`src/rtl/turbo_itl_pkg.sv`:
```
// turbo_itl_pkg: shared types and constants for the turbo interleaver
// controller (FSM state encoding, default address width).
package turbo_itl_pkg;

  localparam int ITL_A_WIDTH = 16;

  typedef enum logic [1:0] {
    S_IDLE  = 2'd0,
    S_FILL  = 2'd1,
    S_DRAIN = 2'd2,
    S_FLUSH = 2'd3
  } itl_state_t;

endpackage

```
`src/rtl/itl_skid_fifo.sv`:
```
// itl_skid_fifo: small synchronous FIFO holding {sys, itl, last} pairs
// between the RAM read pipeline and the throttled output stream.
module itl_skid_fifo #(
  parameter int DEPTH = 4,
  parameter int W     = 3,
  parameter int CW    = $clog2(DEPTH + 1)
) (
  input  logic          clk,
  input  logic          rst,
  input  logic          push,
  input  logic [W-1:0]  wdata,
  input  logic          pop,
  output logic [W-1:0]  rdata,
  output logic          empty,
  output logic [CW-1:0] count
);

  localparam int PW = (DEPTH > 1) ? $clog2(DEPTH) : 1;

  logic [W-1:0]  mem_q [DEPTH];
  logic [PW-1:0] wptr_q, wptr_d;
  logic [PW-1:0] rptr_q, rptr_d;
  logic [CW-1:0] cnt_q, cnt_d;
  logic          do_push, do_pop;

  assign do_push = push && (cnt_q != CW'(DEPTH));
  assign do_pop  = pop && (cnt_q != '0);

  // pointer and occupancy update
  always_comb begin
    wptr_d = wptr_q;
    rptr_d = rptr_q;
    cnt_d  = cnt_q;
    if (do_push) begin
      wptr_d = (wptr_q == PW'(DEPTH - 1)) ? '0 : wptr_q + PW'(1);
    end
    if (do_pop) begin
      rptr_d = (rptr_q == PW'(DEPTH - 1)) ? '0 : rptr_q + PW'(1);
    end
    unique case ({do_push, do_pop})
      2'b10:   cnt_d = cnt_q + CW'(1);
      2'b01:   cnt_d = cnt_q - CW'(1);
      default: cnt_d = cnt_q;
    endcase
  end

  // pointer/count registers
  always_ff @(posedge clk or posedge rst) begin
    if (rst) begin
      wptr_q <= '0;
      rptr_q <= '0;
      cnt_q  <= '0;
    end else begin
      wptr_q <= wptr_d;
      rptr_q <= rptr_d;
      cnt_q  <= cnt_d;
    end
  end

  // storage needs no reset; occupancy gates visibility
  always_ff @(posedge clk) begin
    if (do_push) begin
      mem_q[wptr_q] <= wdata;
    end
  end

  assign rdata = mem_q[rptr_q];
  assign empty = (cnt_q == '0);
  assign count = cnt_q;

endmodule

```
`src/rtl/turbo_itl_ctrl.sv`:
```
// turbo_itl_ctrl: fills a bit RAM with a K-bit block, then reads it back as
// natural/interleaved pairs. TURBO_ITL_CTRL_BACKPRESSURE_EN adds a skid FIFO.
module turbo_itl_ctrl
  import turbo_itl_pkg::*;
#(
  parameter int A_WIDTH    = ITL_A_WIDTH,
  parameter int FIFO_DEPTH = 4
) (
  input  logic               clk,
  input  logic               rst,
  input  logic               start,
  input  logic [A_WIDTH-1:0] blk_len,
  input  logic [A_WIDTH-1:0] jump,
  input  logic               in_valid,
  input  logic               in_data,
  output logic               in_ready,
  output logic               ram_wen,
  output logic [A_WIDTH-1:0] ram_waddr,
  output logic               ram_wdata,
  output logic [A_WIDTH-1:0] ram_id_jump,
  input  logic               ram_rdata,
  input  logic               ram_rdata_itl,
  output logic               out_valid,
  output logic               out_sys,
  output logic               out_itl,
  output logic               out_last,
  input  logic               out_ready,
  output logic               busy,
  output logic               done
);

  localparam logic [A_WIDTH-1:0] ONE = A_WIDTH'(1);

  itl_state_t         state_q, state_d;
  logic [A_WIDTH-1:0] cnt_q, cnt_d;
  logic [A_WIDTH-1:0] k_q, k_d;
  logic [A_WIDTH-1:0] jump_q, jump_d;
  logic [A_WIDTH-1:0] waddr_q, waddr_d;
  logic               v1_q, v1_d, v2_q, v2_d;
  logic               l1_q, l1_d, l2_q, l2_d;
  logic               wen, issue, at_last, can_issue;
  logic               pop, pop_last;

  assign at_last = (cnt_q == k_q - ONE);

`ifdef TURBO_ITL_CTRL_BACKPRESSURE_EN
  localparam int CW = $clog2(FIFO_DEPTH + 1);

  logic [2:0]    fifo_rdata;
  logic          fifo_empty;
  logic [CW-1:0] fifo_cnt;

  itl_skid_fifo #(
    .DEPTH (FIFO_DEPTH),
    .W     (3),
    .CW    (CW)
  ) u_fifo (
    .clk   (clk),
    .rst   (rst),
    .push  (v2_q),
    .wdata ({ram_rdata, ram_rdata_itl, l2_q}),
    .pop   (pop),
    .rdata (fifo_rdata),
    .empty (fifo_empty),
    .count (fifo_cnt)
  );

  assign can_issue = (32'(fifo_cnt) + 32'(v1_q) + 32'(v2_q))
                     < 32'(FIFO_DEPTH);
  assign out_valid = !fifo_empty;
  assign pop       = out_valid && out_ready;
  assign pop_last  = fifo_rdata[0];
  assign out_sys   = fifo_rdata[2];
  assign out_itl   = fifo_rdata[1];
  assign out_last  = out_valid && fifo_rdata[0];
`else
  logic unused_out_ready;

  assign unused_out_ready = out_ready;
  assign can_issue = 1'b1;
  assign out_valid = v2_q;
  assign pop       = v2_q;
  assign pop_last  = l2_q;
  assign out_sys   = ram_rdata;
  assign out_itl   = ram_rdata_itl;
  assign out_last  = v2_q && l2_q;
`endif

  // next-state, counter and RAM port control
  always_comb begin
    state_d = state_q;
    cnt_d   = cnt_q;
    k_d     = k_q;
    jump_d  = jump_q;
    wen     = 1'b0;
    issue   = 1'b0;
    done    = 1'b0;
    unique case (state_q)
      S_IDLE: begin
        if (start && (blk_len != '0)) begin
          k_d     = blk_len;
          jump_d  = jump;
          cnt_d   = '0;
          state_d = S_FILL;
        end
      end
      S_FILL: begin
        if (in_valid) begin
          wen = 1'b1;
          if (at_last) begin
            cnt_d   = '0;
            state_d = S_DRAIN;
          end else begin
            cnt_d = cnt_q + ONE;
          end
        end
      end
      S_DRAIN: begin
        if (can_issue) begin
          issue = 1'b1;
          if (at_last) begin
            state_d = S_FLUSH;
          end else begin
            cnt_d = cnt_q + ONE;
          end
        end
      end
      S_FLUSH: begin
        if (pop && pop_last) begin
          done    = 1'b1;
          state_d = S_IDLE;
        end
      end
    endcase
  end

  // read-data alignment pipeline and held address
  always_comb begin
    v1_d    = issue;
    l1_d    = issue && at_last;
    v2_d    = v1_q;
    l2_d    = l1_q;
    waddr_d = (wen || issue) ? cnt_q : waddr_q;
  end

  // state and datapath registers
  always_ff @(posedge clk or posedge rst) begin
    if (rst) begin
      state_q <= S_IDLE;
      cnt_q   <= '0;
      k_q     <= '0;
      jump_q  <= '0;
      waddr_q <= '0;
      v1_q    <= 1'b0;
      v2_q    <= 1'b0;
      l1_q    <= 1'b0;
      l2_q    <= 1'b0;
    end else begin
      state_q <= state_d;
      cnt_q   <= cnt_d;
      k_q     <= k_d;
      jump_q  <= jump_d;
      waddr_q <= waddr_d;
      v1_q    <= v1_d;
      v2_q    <= v2_d;
      l1_q    <= l1_d;
      l2_q    <= l2_d;
    end
  end

  assign in_ready    = (state_q == S_FILL);
  assign ram_wen     = wen;
  assign ram_waddr   = waddr_d;
  assign ram_wdata   = wen && in_data;
  assign ram_id_jump = jump_q;
  assign busy        = (state_q != S_IDLE);

endmodule

```
`config.mk`:
```
export PLATFORM = sky130hd
export DESIGN_NAME = turbo_itl_ctrl
export DESIGN_NICKNAME = d
export VERILOG_FILES = /design/src/rtl/turbo_itl_pkg.sv /design/src/rtl/itl_skid_fifo.sv /design/src/rtl/turbo_itl_ctrl.sv
export SDC_FILE = /design/constraint.sdc
export NUM_CORES = 1
export LEC_CHECK = 0
export ABC_AREA = 1
export BUFFER_PORTS_ARGS = -buffer_cell sky130_fd_sc_hd__buf_4
export CAP_MARGIN = 30
export CORE_MARGIN = 5
export CORE_UTILIZATION = 50
export DETAILED_ROUTE_END_ITERATION = 12
export PLACE_DENSITY = 0.86
export SETUP_SLACK_MARGIN = 0.4
export SLEW_MARGIN = 5
export SYNTH_ARGS = -nofsm -noshare
export SYNTH_HDL_FRONTEND = slang
export SYNTH_SLANG_ARGS = --single-unit
```
`constraint.sdc`:
```
create_clock -name clk -period 2.2 [get_ports clk]
set_clock_uncertainty 0.2 [all_clocks]
set_input_delay 0.44 -clock clk [delete_from_list [all_inputs] [get_ports clk]]
set_output_delay 0.44 -clock clk [all_outputs]
set_load 0.02 [all_outputs]
```
Word-level counts from Yosys, hierarchy flattened
Cells that the tools add are included.
- register bits: 70
- output and inout bits: 41
- input bits: 40
- logic and storage cells: 50
- mux-type cells: 17
- equal/unequal tests: 10
- add/sub/neg operators: 2
- reduce and logical (&&, ||, !) cells: 12
- operators by type and width (kind ; number):
    two-way mux 16 bit ; 5
    one-hot mux 16 bit (3 select lines) ; 1
    adder 16 x 1 -> 16 bit (second input constant) ; 1
    equality test 16 bit ; 1
    nonzero test 16 bit ; 1
    subtractor 16 x 1 -> 16 bit (second input constant) ; 1
    two-way mux 2 bit ; 5
    inequality test 2 bit (second input constant) ; 5
    one-hot mux 2 bit (4 select lines) ; 1
    two-way mux 1 bit ; 5
    AND reduction 5 bit ; 1
    equality test 2 bit (second input constant) ; 2
    logical AND 1 bit ; 4
    AND reduction 4 bit ; 1
    nonzero test 3 bit ; 1
    equality test 2 x 1 -> 1 bit (second input constant) ; 1
    logical NOT 2 bit ; 1
    inequality test 2 x 1 -> 1 bit (second input constant) ; 1
    AND reduction 2 bit ; 1
    nonzero test 2 bit ; 1
    logical OR 1 bit ; 1

Logic depth before layout (Yosys ltp)
- word-level depth: 5
- mapped depth: 16
- gate-level depth less buffers: 16

Worst setup path after synthesis
OpenSTA, ideal clock, no wires.
- path type: register -> output
- start: register state_q[1]
- end: output ram_waddr[10]
- arrival: 1.916 ns
- required time: 1.560 ns
- cell stages (with the launch flop): 9
- path buffers: 3
- path slack: -0.356 ns
- path through: dfrtp_1 inv_1 ha_1 buf_2 nand2_1 nand2_1 clkbuf_1 buf_1 a21oi_1
- longest elaborated chain between the ends: 4
- elaborated cells on any way between the ends: 6
- classes of those cells: eq/ne (2); mux (3); reduce/logical (1)
- ends and longest elaborated chain (item ; line ; text):
    start: declaration ; turbo_itl_ctrl.sv:34 ; itl_state_t state_q, state_d;
    start signal: assignment ; turbo_itl_ctrl.sv:159 ; state_q <= state_d;
    equality test 2 x 1 -> 1 bit ; -- ;
    named net in_ready ; turbo_itl_ctrl.sv:16 ; output logic in_ready,
    two-way mux 1 bit ; turbo_itl_ctrl.sv:98 ; unique case (state_q)
    logical OR 1 bit ; turbo_itl_ctrl.sv:143 ; waddr_d = (wen || issue) ? cnt_q : waddr_q;
    two-way mux 16 bit ; turbo_itl_ctrl.sv:143 ;
    end: declaration ; turbo_itl_ctrl.sv:18 ; output logic [A_WIDTH-1:0] ram_waddr,
The timed path passes the listed nets, and every way through them passes these cells.

Final worst setup path
- start: register state_q[0]
- end: output ram_waddr[4]
- longest elaborated chain between the ends: 4
- elaborated cells on any way between the ends: 6
- classes of those cells: eq/ne (2); mux (3); reduce/logical (1)
- ends and longest elaborated chain (item ; line):
    equality test 2 x 1 -> 1 bit / equality test 2 bit (equally long branches) ; turbo_itl_ctrl.sv:98
    two-way mux 1 bit ; turbo_itl_ctrl.sv:98
    logical OR 1 bit * ; turbo_itl_ctrl.sv:143
    two-way mux 16 bit * ; turbo_itl_ctrl.sv:143
Every way passes the cells marked *; elsewhere a longest branch is shown, timed or not.

==> flow_summary.ini <==
[floorplanning]
die_area_um2 = 9811
rows = 32
dieHeight_um = 99.05
fp.dieW_um = 99.05
pin_count = 81
start_util = 0.5131
core_um2 = 7727

[placement]
globalplace.congestion = 0.8774
post-place-cells = 684
hpwl_um = 7617
portBuffers = 75

[cells_and_area]
nets = 684
drive_gt1_frac = 0.4603
areaGrowthSynthToFinish_pct = 57.05
finalNonFillerCells = 745
regArea_um2 = 1760
diodes = 0
fillCellCount = 440
multi_input_area_um2 = 2455

[synth]
synthTopCellsByCount = nand2_1, dfrtp_1, nor2_1
synth_seq_cells = 70
synth_ff_type = dfrtp_1
netlist_instances = 504
yosys-top-cells-area = dfrtp_1, nand2_1, nor2_1, inv_1, mux2_2
syn_area_um2 = 3965
ys_seq_area_frac = 0.4418
syn_nets = 550
avgSynthCellArea_um2 = 7.867
synth.most_common_cell = nand2_1
ys_warn_count = 0
ys_async_sr_fraction = 1.000
synth_top_area_share = 0.4418
yosys.area.top_type = dfrtp_1
synth_cell_type_count = 27
synth_edf_count = 0

[detailed_routing]
routed_wl_um = 13140
dr.pass1.iters = 6
drt-initial-drc-count = 267
route.detailed.drc = 0
wire_per_inst_um = 17.64
vias = 4122
via_per_inst = 5.533
postRouteAntennaNets = 0

[worst_setup_path]
cp_common_cell = buf_6
critPathSlowestCell = dfrtp_1
crit_family = buffers and inverters
cp_data_required_time_ps = 1560
crit_buf_inv = 4
r2r_end = cnt_q[11]
crit_arrival_ps = 1910
reg2regPathDepth = 14
rrSetupSlack_ps = -150
reg2reg_from = k_q[1]
critPathMaxFanout = 7
endpoint_kind = primary output
crit_chain = buf_6, ha_4, nand2_4, nand2_8, buf_12, buf_16, nor2_1, a21oi_4, buf_6
start_kind = flop
crit_type = reg -> out
max_stage_delay_ps = 420

[timing]
tightest_slew_ps = 502.0
setup_viol = 37
tns_ps = -6430
grt_setup_unrepaired = yes
fmax_mhz = 392.2
finalHoldViolations = 11
drv_slew = 0
setup_slack_ps = -350.0
fin_crit_sh = 1.159
layout_min_cycle_time_ps = 2550
timing.hold.ws_ps = -11.69
relSlewSlack = 0.6653

[power]
irDropWorstVdd_mv = 1.012
powerDensity_nw_per_um2 = 1517
total_leakage_power_nw = 2.988

[cts]
numCtsBuffers = 9
clock_sinks = 70
hold_buffers = 0
cts_tree = yes
clock_latency_ps = 360
clockRootBuffer = clkbuf_8
htreeDepth = 3
path_clk_slew_ps = 80
clk_path_buf_depth = 2

[global_routing]
grt_max_degree = 49
grt_pass1_wl_um = 19620
grt_overflow = 0
track_usage = 0.2506
grt_pass1_vias = 4139
grt_antenna_before_repair = 0

[run_status]
outcome = finished, violations left
violations = hold timing, setup timing

[worst_hold_path]
hold_class = in -> async

[run]
cap_violations = 0
-- registers in the layout (all words and copies together) (netlist names) --
register     flops
k_q             16
cnt_q           16
state_q          2
l2_q             1
ram_id_jump     16
out_valid        1
l1_q             1
waddr_q         16
v1_q             1
-- placed cells by master (no fill, tap or decap), types with 6 or more instances in the layout --
cell type,instances
o2111ai_2,13
buf_4,94
nand2_1,98
buf_12,6
inv_1,52
nor2_2,16
nand2_2,25
a21oi_4,12
nor2_4,12
nand2_4,8
buf_6,33
o21ai_0,22
nor2_1,48
clkbuf_8,10
nor3_1,6
xor2_1,15
nand4_1,7
dfrtp_2,7
dfrtp_1,63
inv_2,7
nand3_1,20
mux2_2,16
-- logic make-up (layout without fill, tap and decap cells) --
| logic type | count (synthesis) | count (layout) | synth area share |
|---|---|---|---|
| AO/OA/AOI/OAI | 58 | 58 | 0.08835 |
| XOR/XNOR | 18 | 18 | 0.03976 |
| adder cells (fa/ha/maj) | 6 | 6 | 0.01893 |
| buffers and inverters | 83 | 221 | 0.08709 |
| flip-flops | 70 | 70 | 0.4418 |
| multiplexers | 19 | 19 | 0.05396 |
| AND/OR/NAND/NOR | 250 | 251 | 0.2701 |
-- layout make-up --
class | count | share of cell area
inverter | 62 | 0.03878
multi-input combinational | 352 | 0.3942
clock buffer | 12 | 0.02331
timing repair buffer | 143 | 0.2293
tap | 102 | 0.02049
sequential | 70 | 0.2827
clock inverter | 4 | 0.01125
-- layer usage --
metal  GRT usage  wire, um  share of wire  vias up
met5           0         0              0        -
met4     0.09139       566          0.043        0
li1            -         -              -     1884
met1      0.2914      4682           0.36     1955
met3     0.08422      1105          0.084       57
met2      0.4287      6786           0.52      226
-- worst max-delay path by stage --
stage                          to  startpoint  slack, ps  depth (start not counted)
CTS                 ram_waddr[10]  state_q[0]       -310                          8
floorplan            ram_waddr[2]  state_q[0]         90                          7
global placement     ram_waddr[1]  state_q[0]         50                          7
finish               ram_waddr[4]  state_q[0]       -350                          9
global route         ram_waddr[4]  state_q[0]       -420                          9
detailed placement      cnt_q[15]      k_q[1]        -30                         12
-- tightest hold or removal path, delay by kind of cell --
family / cells / cell delay, ps
buf+inv: 3 / 530
-- through the flow --
stage / area [um^2] / hold slack, ps / setup WS, ps / utilization / total power, mW
after detailed placement: 4990 / 147.7 / -33.82 / 0.6457 / 6.341
after global placement: 4990 / 134.3 / 53.75 / 0.6457 / 6.163
after CTS: 5789 / 2.978 / -312.3 / 0.7492 / 8.640
final: 6227 / -11.69 / -350.0 / 0.8059 / 9.447
after floorplan: 4232 / 131.2 / 88.84 / - / 5.025
after global routing: 6227 / 17.14 / -418.8 / 0.8059 / 9.984
-- repair_timing --
| item | CTS | global route |
|---|---|---|
| cloned | 5 | 4 |
| buffers inserted | 20 | 16 |
| endpoints found under the setup margin | 40 | 58 |
| resized for setup | 81 | 67 |
| pin swaps | 24 | 19 |
-- power breakdown --
group / switching, mW / leakage (nW) / total [mW] / internal [mW]
Combinational: 3.29 / 2.00 / 6.09 / 2.79
Clock: 0.499 / 0.110 / 1.17 / 0.667
Sequential: 0.411 / 0.878 / 2.20 / 1.78
Note: power is estimated with default switching activity, not from simulation.
